File: src/rtl/jtag_host.sv
// jtag_host: JTAG initiator that runs IR/DR scans from Run-Test/Idle and returns captured TDO.
// Define JTAG_HOST_TRST_EN to add an active-low jtag_trst_no output asserted during TAP reset.
module jtag_host #(
   parameter int ClkDiv = 2,
   parameter int MaxLen = 32,
   parameter int LenW   = $clog2(MaxLen + 1)
) (
   input  logic              clk_i,
   input  logic              rst_ni,
   input  logic              cmd_valid_i,
   output logic              cmd_ready_o,
   input  logic              cmd_ir_i,
   input  logic [LenW-1:0]   cmd_len_i,
   input  logic [MaxLen-1:0] cmd_data_i,
   input  logic              trst_req_i,
   output logic              rsp_valid_o,
   output logic [MaxLen-1:0] rsp_data_o,
   output logic              rsp_err_o,
   output logic              busy_o,
   output logic              jtag_tck_o,
   output logic              jtag_tms_o,
   output logic              jtag_td_o,
   input  logic              jtag_td_i
`ifdef JTAG_HOST_TRST_EN
   ,
   output logic              jtag_trst_no
`endif
);
   localparam int CW = (ClkDiv > 1) ? $clog2(ClkDiv) : 1;
   localparam int SW = $clog2(MaxLen + 7);
   localparam int IW = (MaxLen > 1) ? $clog2(MaxLen) : 1;
   typedef enum logic [1:0] {TLR_SEQ, IDLE, SCAN, DONE} state_t;
   state_t            state;
   logic [CW-1:0]     cnt;
   logic [SW-1:0]     step, nstep, pre, len_w, cdiff, ndiff;
   logic              ir_q, ready_q, tick, rise, fall, cap_shift, nxt_shift, tms_n, td_n, len_ok;
   logic [LenW-1:0]   len_q;
   logic [MaxLen-1:0] data_q;
   // step counts completed TCK cycles of the current sequence; nstep is the one being set up
   always_comb begin
      tick      = cnt == CW'(ClkDiv - 1);
      rise      = tick && !jtag_tck_o;
      fall      = tick && jtag_tck_o;
      len_w     = SW'(len_q);
      pre       = ir_q ? SW'(4) : SW'(3);
      nstep     = step + SW'(1);
      cdiff     = step - pre;
      ndiff     = nstep - pre;
      cap_shift = step >= pre && cdiff < len_w;
      nxt_shift = nstep >= pre && ndiff < len_w;
      tms_n     = (ir_q && nstep == SW'(1)) || nstep == pre + len_w - SW'(1) || nstep == pre + len_w;
      td_n      = nxt_shift ? data_q[ndiff[IW-1:0]] : 1'b0;
      len_ok    = cmd_len_i != '0 && cmd_len_i <= LenW'(MaxLen);
   end
   assign cmd_ready_o = ready_q && !trst_req_i;
   always_ff @(posedge clk_i or negedge rst_ni) begin
      if (!rst_ni) begin
         state       <= TLR_SEQ;
         cnt         <= '0;
         step        <= '0;
         ir_q        <= 1'b0;
         len_q       <= '0;
         data_q      <= '0;
         ready_q     <= 1'b0;
         busy_o      <= 1'b1;
         rsp_valid_o <= 1'b0;
         rsp_err_o   <= 1'b0;
         rsp_data_o  <= '0;
         jtag_tck_o  <= 1'b0;
         jtag_tms_o  <= 1'b1;
         jtag_td_o   <= 1'b0;
      end else begin
         rsp_valid_o <= 1'b0;
         case (state)
            TLR_SEQ, SCAN: begin
               if (tick) begin
                  cnt        <= '0;
                  jtag_tck_o <= !jtag_tck_o;
                  if (rise && state == SCAN && cap_shift) rsp_data_o[cdiff[IW-1:0]] <= jtag_td_i;
                  if (fall) begin
                     step <= nstep;
                     if (state == TLR_SEQ) begin
                        jtag_tms_o <= nstep < SW'(5);
                        if (nstep == SW'(6)) begin
                           state   <= IDLE;
                           ready_q <= 1'b1;
                           busy_o  <= 1'b0;
                        end
                     end else begin
                        jtag_tms_o <= tms_n;
                        jtag_td_o  <= td_n;
                        if (nstep == pre + len_w + SW'(2)) begin
                           state       <= DONE;
                           rsp_valid_o <= 1'b1;
                        end
                     end
                  end
               end else begin
                  cnt <= cnt + CW'(1);
               end
            end
            IDLE: begin
               if (trst_req_i) begin
                  state      <= TLR_SEQ;
                  ready_q    <= 1'b0;
                  busy_o     <= 1'b1;
                  step       <= '0;
                  cnt        <= '0;
                  jtag_tms_o <= 1'b1;
               end else if (cmd_valid_i) begin
                  ready_q    <= 1'b0;
                  busy_o     <= 1'b1;
                  ir_q       <= cmd_ir_i;
                  len_q      <= cmd_len_i;
                  data_q     <= cmd_data_i;
                  rsp_data_o <= '0;
                  rsp_err_o  <= !len_ok;
                  step       <= '0;
                  cnt        <= '0;
                  // an illegal length is answered immediately without touching the TAP
                  state       <= len_ok ? SCAN : DONE;
                  rsp_valid_o <= !len_ok;
                  jtag_tms_o  <= len_ok;
               end
            end
            DONE: begin
               state   <= IDLE;
               ready_q <= 1'b1;
               busy_o  <= 1'b0;
            end
         endcase
      end
   end
`ifdef JTAG_HOST_TRST_EN
   // TRST is held low for the first two TCK cycles of every TAP reset walk
   always_ff @(posedge clk_i or negedge rst_ni) begin
      if (!rst_ni) jtag_trst_no <= 1'b0;
      else if (state == IDLE && trst_req_i) jtag_trst_no <= 1'b0;
      else if (state == TLR_SEQ && fall && nstep == SW'(2)) jtag_trst_no <= 1'b1;
   end
`endif
endmodule

File: config.mk
export PLATFORM = sky130hd
export DESIGN_NAME = jtag_host
export DESIGN_NICKNAME = d
export VERILOG_FILES = /design/src/rtl/jtag_host.sv
export SDC_FILE = /design/constraint.sdc
export NUM_CORES = 1
export LEC_CHECK = 0
export BUFFER_PORTS_ARGS = -buffer_cell sky130_fd_sc_hd__buf_2
export CORE_MARGIN = 8
export CORE_UTILIZATION = 60
export DETAILED_ROUTE_END_ITERATION = 7
export HOLD_SLACK_MARGIN = 0.03
export PLACE_DENSITY = 0.83
export RECOVER_POWER = 100
export SLEW_MARGIN = 20
export SYNTH_ARGS = -nofsm -noshare
export SYNTH_HDL_FRONTEND = slang
export SYNTH_SLANG_ARGS = --single-unit
File: constraint.sdc
create_clock -name clk_i -period 8.6 [get_ports clk_i]
set_clock_uncertainty 0.2 [all_clocks]
set_input_delay 0 -clock clk_i [delete_from_list [all_inputs] [get_ports clk_i]]
set_output_delay 0 -clock clk_i [all_outputs]
set_load 0.01 [all_outputs]
### Yosys cells after proc, flatten, opt, wreduce, memory -nomap -nowiden

Index checks and enable logic that the tools add are counted.

| operators by class | value |
|---|---|
| reduce and logical (&&, ||, !) cells | 27 |
| muxes and demuxes | 55 |
| equal/unequal tests | 18 |
| order comparisons | 9 |
| bitwise gates (word level) | 2 |
| $add $sub $neg | 7 |

Operators with widths:

| operator | number |
|---|---|
| 32-bit two-way mux | 4 |
| 32-bit one-hot mux with 2 select lines | 1 |
| 32-bit bitwise mux | 1 |
| 1-bit two-way mux | 28 |
| 6-bit two-way mux | 4 |
| 6-bit == test | 3 |
| 5-bit AND reduction | 3 |
| 2-bit two-way mux | 7 |
| 2-bit inequality test (second input constant) | 7 |
| 6-bit by 3-bit >= comparator with 1-bit output | 2 |
| 5-bit by 6-bit < comparator with 1-bit output (second input constant) | 2 |
| 6-bit < comparator | 2 |
| 6-bit one-hot mux with 2 select lines | 1 |
| 6-bit by 3-bit subtractor with 6-bit output | 2 |
| 1-bit logical AND | 10 |
| 3-bit inequality test (second input constant) | 3 |
| 4-bit AND reduction | 2 |
| 3-bit by 6-bit adder with 6-bit output | 1 |
| 6-bit by 1-bit adder with 6-bit output (second input constant) | 1 |
| 6-bit by 2-bit adder with 6-bit output (second input constant) | 1 |
| 6-bit by 1-bit == test with 1-bit output (second input constant) | 1 |
| 6-bit by 3-bit == test with 1-bit output (second input constant) | 1 |
| 6-bit less-or-equal comparator (second input constant) | 1 |
| 6-bit by 3-bit < comparator with 1-bit output (second input constant) | 1 |
| 20 further kinds | 29 |

| word-level totals | value |
|---|---|
| logic and storage cells | 132 |
| register bits after elaboration | 87 |
| input port bits | 44 |

### Longest topological paths before layout

| logic depth | value |
|---|---|
| depth in word-level cells | 10 |
| gate-level depth with buffers | 14 |
| gate-level depth less buffers | 13 |

### Least setup slack after synthesis

Ideal clock, no wire load.

| timing | value |
|---|---|
| kind | register to register |
| start | register step[0] |
| end | register jtag_td_o |
| buffers on the path | 1 |
| stages on the path, launching flop included | 9 |
| arrival time | 3.182 ns |
| period minus slack after synthesis | 3.507 ns |
| library setup time | 0.125 ns |
| slack | 5.093 ns |
| cells stage by stage | dfrtp_1 > inv_1 > ha_1 > fa_1 > clkbuf_1 > mux4_2 > mux4_2 > mux2i_1 > o21ai_1 |

| on the way | value |
|---|---|
| cells in the longest elaborated chain, start to end | 5 |
| elaborated cells on any way between the ends | 8 |

RTL lines:

| element | line | text |
|---|---|---|
| from (decl) | 35 | `logic [SW-1:0] step, nstep, pre, len_w, cdiff, ndiff;` |
| from (signal assigned) | 81 | `step <= nstep;` |
| 6-bit by 1-bit adder with 6-bit output * | 46 | `nstep = step + SW'(1);` |
| 6-bit by 3-bit subtractor with 6-bit output | 48 | `ndiff = nstep - pre;` |
| 1-bit binary-select mux with 5-bit select / 6-bit < comparator (equally long branches) | 52, 50 |  |
| 1-bit two-way mux (implied by the code) / 1-bit logical AND (equally long branches) | 52, 50 |  |
| 1-bit two-way mux * | 52 | `td_n = nxt_shift ? data_q[ndiff[IW-1:0]] : 1'b0;` |
| to (signal assigned) | 91 | `jtag_td_o <= td_n;` |
| to (decl) | 22 | `output logic jtag_td_o,` |

Every way passes the cells marked *; elsewhere a longest branch is shown, timed or not. The select of a mux whose other input is x is not followed.
A chain may end at the register's enable or synchronous reset.

==> summary.md <==
| Metric | Value |
|---|---|
| Status | `finished, violations left` |
| Failing checks | `capacitance limit, slew limit` |
| Die footprint | `about 0.012 sq mm` |
| # rows | `34` |
| Final Hold Vio Count | `0` |
| CTS tree | `built` |
| Fin area | `around 0.0064 sq mm` |
| Synth Warn # | `0` |
| Synth Net Count | `~570` |
| Fin worst setup slack | `between 3 and 4 ns` |
| Remaining Overflow, GRT | `0` |
| Clock root cell | `clkbuf_8` |
| 1st-iter DRT viols | `around 260` |
| Post-synth design cell area | `about 0.0054 sq mm` |
| CP peak stage delay | `3.23 ns` |
| ANT nets after route | `0` |
| Number of synthesized flops with an enable pin | `0` |
| Share of the synthesized area in the top cell type | `39.50%` |
| Starting Density | `between 60% and 70%` |
| Die W | `between 100 and 150 um` |
| Critical-path cell list | `dlygate4sd3_1, clkbuf_1` |
| Worst min path class | `in -> reg` |
| First-pass iteration count of the detailed router | `5` |
| M1 GR Usage | `between 20% and 30%` |
| Area delta synth->final | `18.42%` |
| Final Cycle Share | `approximately 54%` |
| Peak fanout along the critical path | `87` |
| RSZ-0062 raised after global routing | `false` |
| Post-synthesis sequential area ratio | `between 40 and 50%` |
| WL per Instance | `~20 um` |
| Fillers | `around 630` |
| Worst VDD drop | `around 260 uV` |
| Post-synth ARST share | `100.0%` |
| First-pass GRT wire length | `about 24,000 um` |
| Slew Limit Fails | `between 100 and 150` |
| Setup_tns | `0 ns` |
| CP startpoint kind | `input pin` |
| PwrDens | `between 400 and 500 mW/mm^2` |
| Cell with the most instances after synthesis | `dfrtp_1` |
| RePlAce Congestion | `0.8598` |
| DRC | `0` |
| Vias in the first global route | `roughly 4,600` |
| Final setup fails | `0` |
| Die H | `around 110 um` |
| Post-DP HPWL | `9707 um` |
| Nets@finish | `about 680` |
| MaxCap Viol Count | `2` |
| Hold slack | `0.1939 ns` |
| Ys flop type | `dfrtp_1` |
| Worst path required time | `slightly below 8 ns` |
| H-tree Lvls | `3` |
| Worst path slowest cell | `clkbuf_1` |
| CP Buf/Inv Count | `2` |
| Post-placement cell area | `0.005818 sq mm` |
| Most frequent cells after synthesis | `dfrtp_1 (85), inv_1 (50), mux2_2 (33), o211ai_1 (33), o221ai_1 (33)` |
| F_max | `approximately 0.22 GHz` |
| Layout cells sized above 1 | `20.68%` |
| Layer with the highest usage | `met2` |
| Num CTS Buffers | `9` |
| Global Route Usage Sum | `approximately a quarter` |
| Syn_area_per_cell | `~11 sq um` |
| Slew at the pin closest to its max-slew limit | `~4.7 ns` |
| Post-cts resize count | `0` |
| Worst Setup End Kind | `asynchronous set/reset pin` |
| IO Pins | `83` |
| CTS clk-pin slew, worst paths | `0.09 ns` |
| Synth Register Bits | `87` |
| I/O Buffers | `~80` |
| Post-Synthesis Cells | `500` |
| Largest cells by area after synthesis | `dfrtp_1 (39%), mux2_2 (6.9%), ha_1 (5.8%)` |
| Clk buf depth | `2` |
| Total Power | `2.713 mW` |
| CP Class | `in -> async` |
| Inserted Diodes | `0` |
| Later-pin clock latency in the skew report | `approximately 0.37 ns` |
| Final min period | `approximately 4.6 ns` |
| Worst path top cell family by delay | `buffers and inverters` |
| Core Box Area | `between 0.008 and 0.009 sq mm` |
| Initial antenna violation count | `0` |
| CTS sink count | `87` |
| Crit path arrival time | `approximately 3.8 ns` |
| CTS Hold Buffers Added | `between 40 and 50` |
| Area leader, netlist | `dfrtp_1` |
| Met2 Use GR | `38.83%` |
| Drt via density | `between 6 and 7` |
| DR vias | `between 4,000 and 5,000` |
| Largest net degree at the start of global routing | `88` |
| GR Util met3 | `6.115%` |
| Pleak | `slightly below 3 nW` |
| Place WS | `between 4 and 5 ns` |
| Yosys cell types | `69` |
| Post-CTS Setup Bufs | `0` |
| Worst rel slew slack | `-210.4%` |
| Routed WL | `14,450 um` |
-- layer usage --
layer | wire length (um) | share of wire [%]
met1 | 5891 | 41
met2 | 7318 | 51
met3 | 957 | 6.6
met4 | 285 | 2.0
met5 | 0 | 0
-- sequential cells by signal (all words and copies together) (netlist names), 6 cells and up, named ones only --
signal      flops
rsp_data_o     32
data_q         32
len_q           6
step            6
-- report_power, final --
group | switching (mW) | total [mW] | internal (mW)
Clock | 0.171 | 0.312 | 0.141
Sequential | 0.123 | 0.650 | 0.527
Combinational | 0.984 | 1.75 | 0.767
Total | 1.28 | 2.71 | 1.43
-- per-stage QoR --
step | instances | util [%]
global placement | 663 | 66.71
floorplan | 500 | -
detailed placement | 663 | 66.71
CTS | 722 | 74.12
global route | 722 | 73.13
finish | 722 | 73.13
-- path summary, 6_finish.rpt --
path	from	end	slack (ns)	depth (start not counted)
max	rst_ni	data_q[28]	3.96	2
min	cmd_len_i[3]	len_q[3]	0.19	4
max reg2reg	ir_q	rsp_data_o[2]	4.54	11
min reg2reg	ready_q	ready_q	0.30	1
max in group clk_i	ir_q	rsp_data_o[2]	4.54	11
min in group asynchronous	rst_ni	step[0]	1.64	2
-- cells in the final DEF, fill, tap and decap left out, drive strengths merged, types with 4 or more instances in the layout --
cell type	count
clkbuf	50
nand2b	10
mux2	33
a21oi	12
o211ai	33
nand2	32
clkinv	4
inv	54
dfrtp	85
nor2	18
nand3	7
a21o	5
xnor2	14
o21ai	24
or4	5
ha	25
mux4	10
xor2	11
buf	43
dlygate4sd3	43
nor2b	6
o221ai	33
-- cells by family (layout without fill, tap and decap cells) --
logic type	after synthesis	count (layout)	synth area share (%)
AOI/OAI and AO/OA	131	131	17.91
xor gates and xnor gates	26	26	6.459
adders and majority gates	28	28	6.924
buffers and inverters	82	196	6.320
DFF	87	87	40.47
muxes	45	45	11.45
and+or+nand+nor	101	101	10.46
-- area by class of cell --
type | count | area [sq um] | area share, %
Tap cell | 108 | 135.1 | 2.119
Sequential cell | 87 | 2180 | 34.18
Clock inverter | 7 | 91.34 | 1.432
Multi-Input combinational cell | 331 | 2846 | 44.63
Inverter | 53 | 198.9 | 3.119
Clock buffer | 9 | 123.9 | 1.942
Timing Repair Buffer | 127 | 802.0 | 12.58
Note: power is estimated with default switching activity, not from simulation.
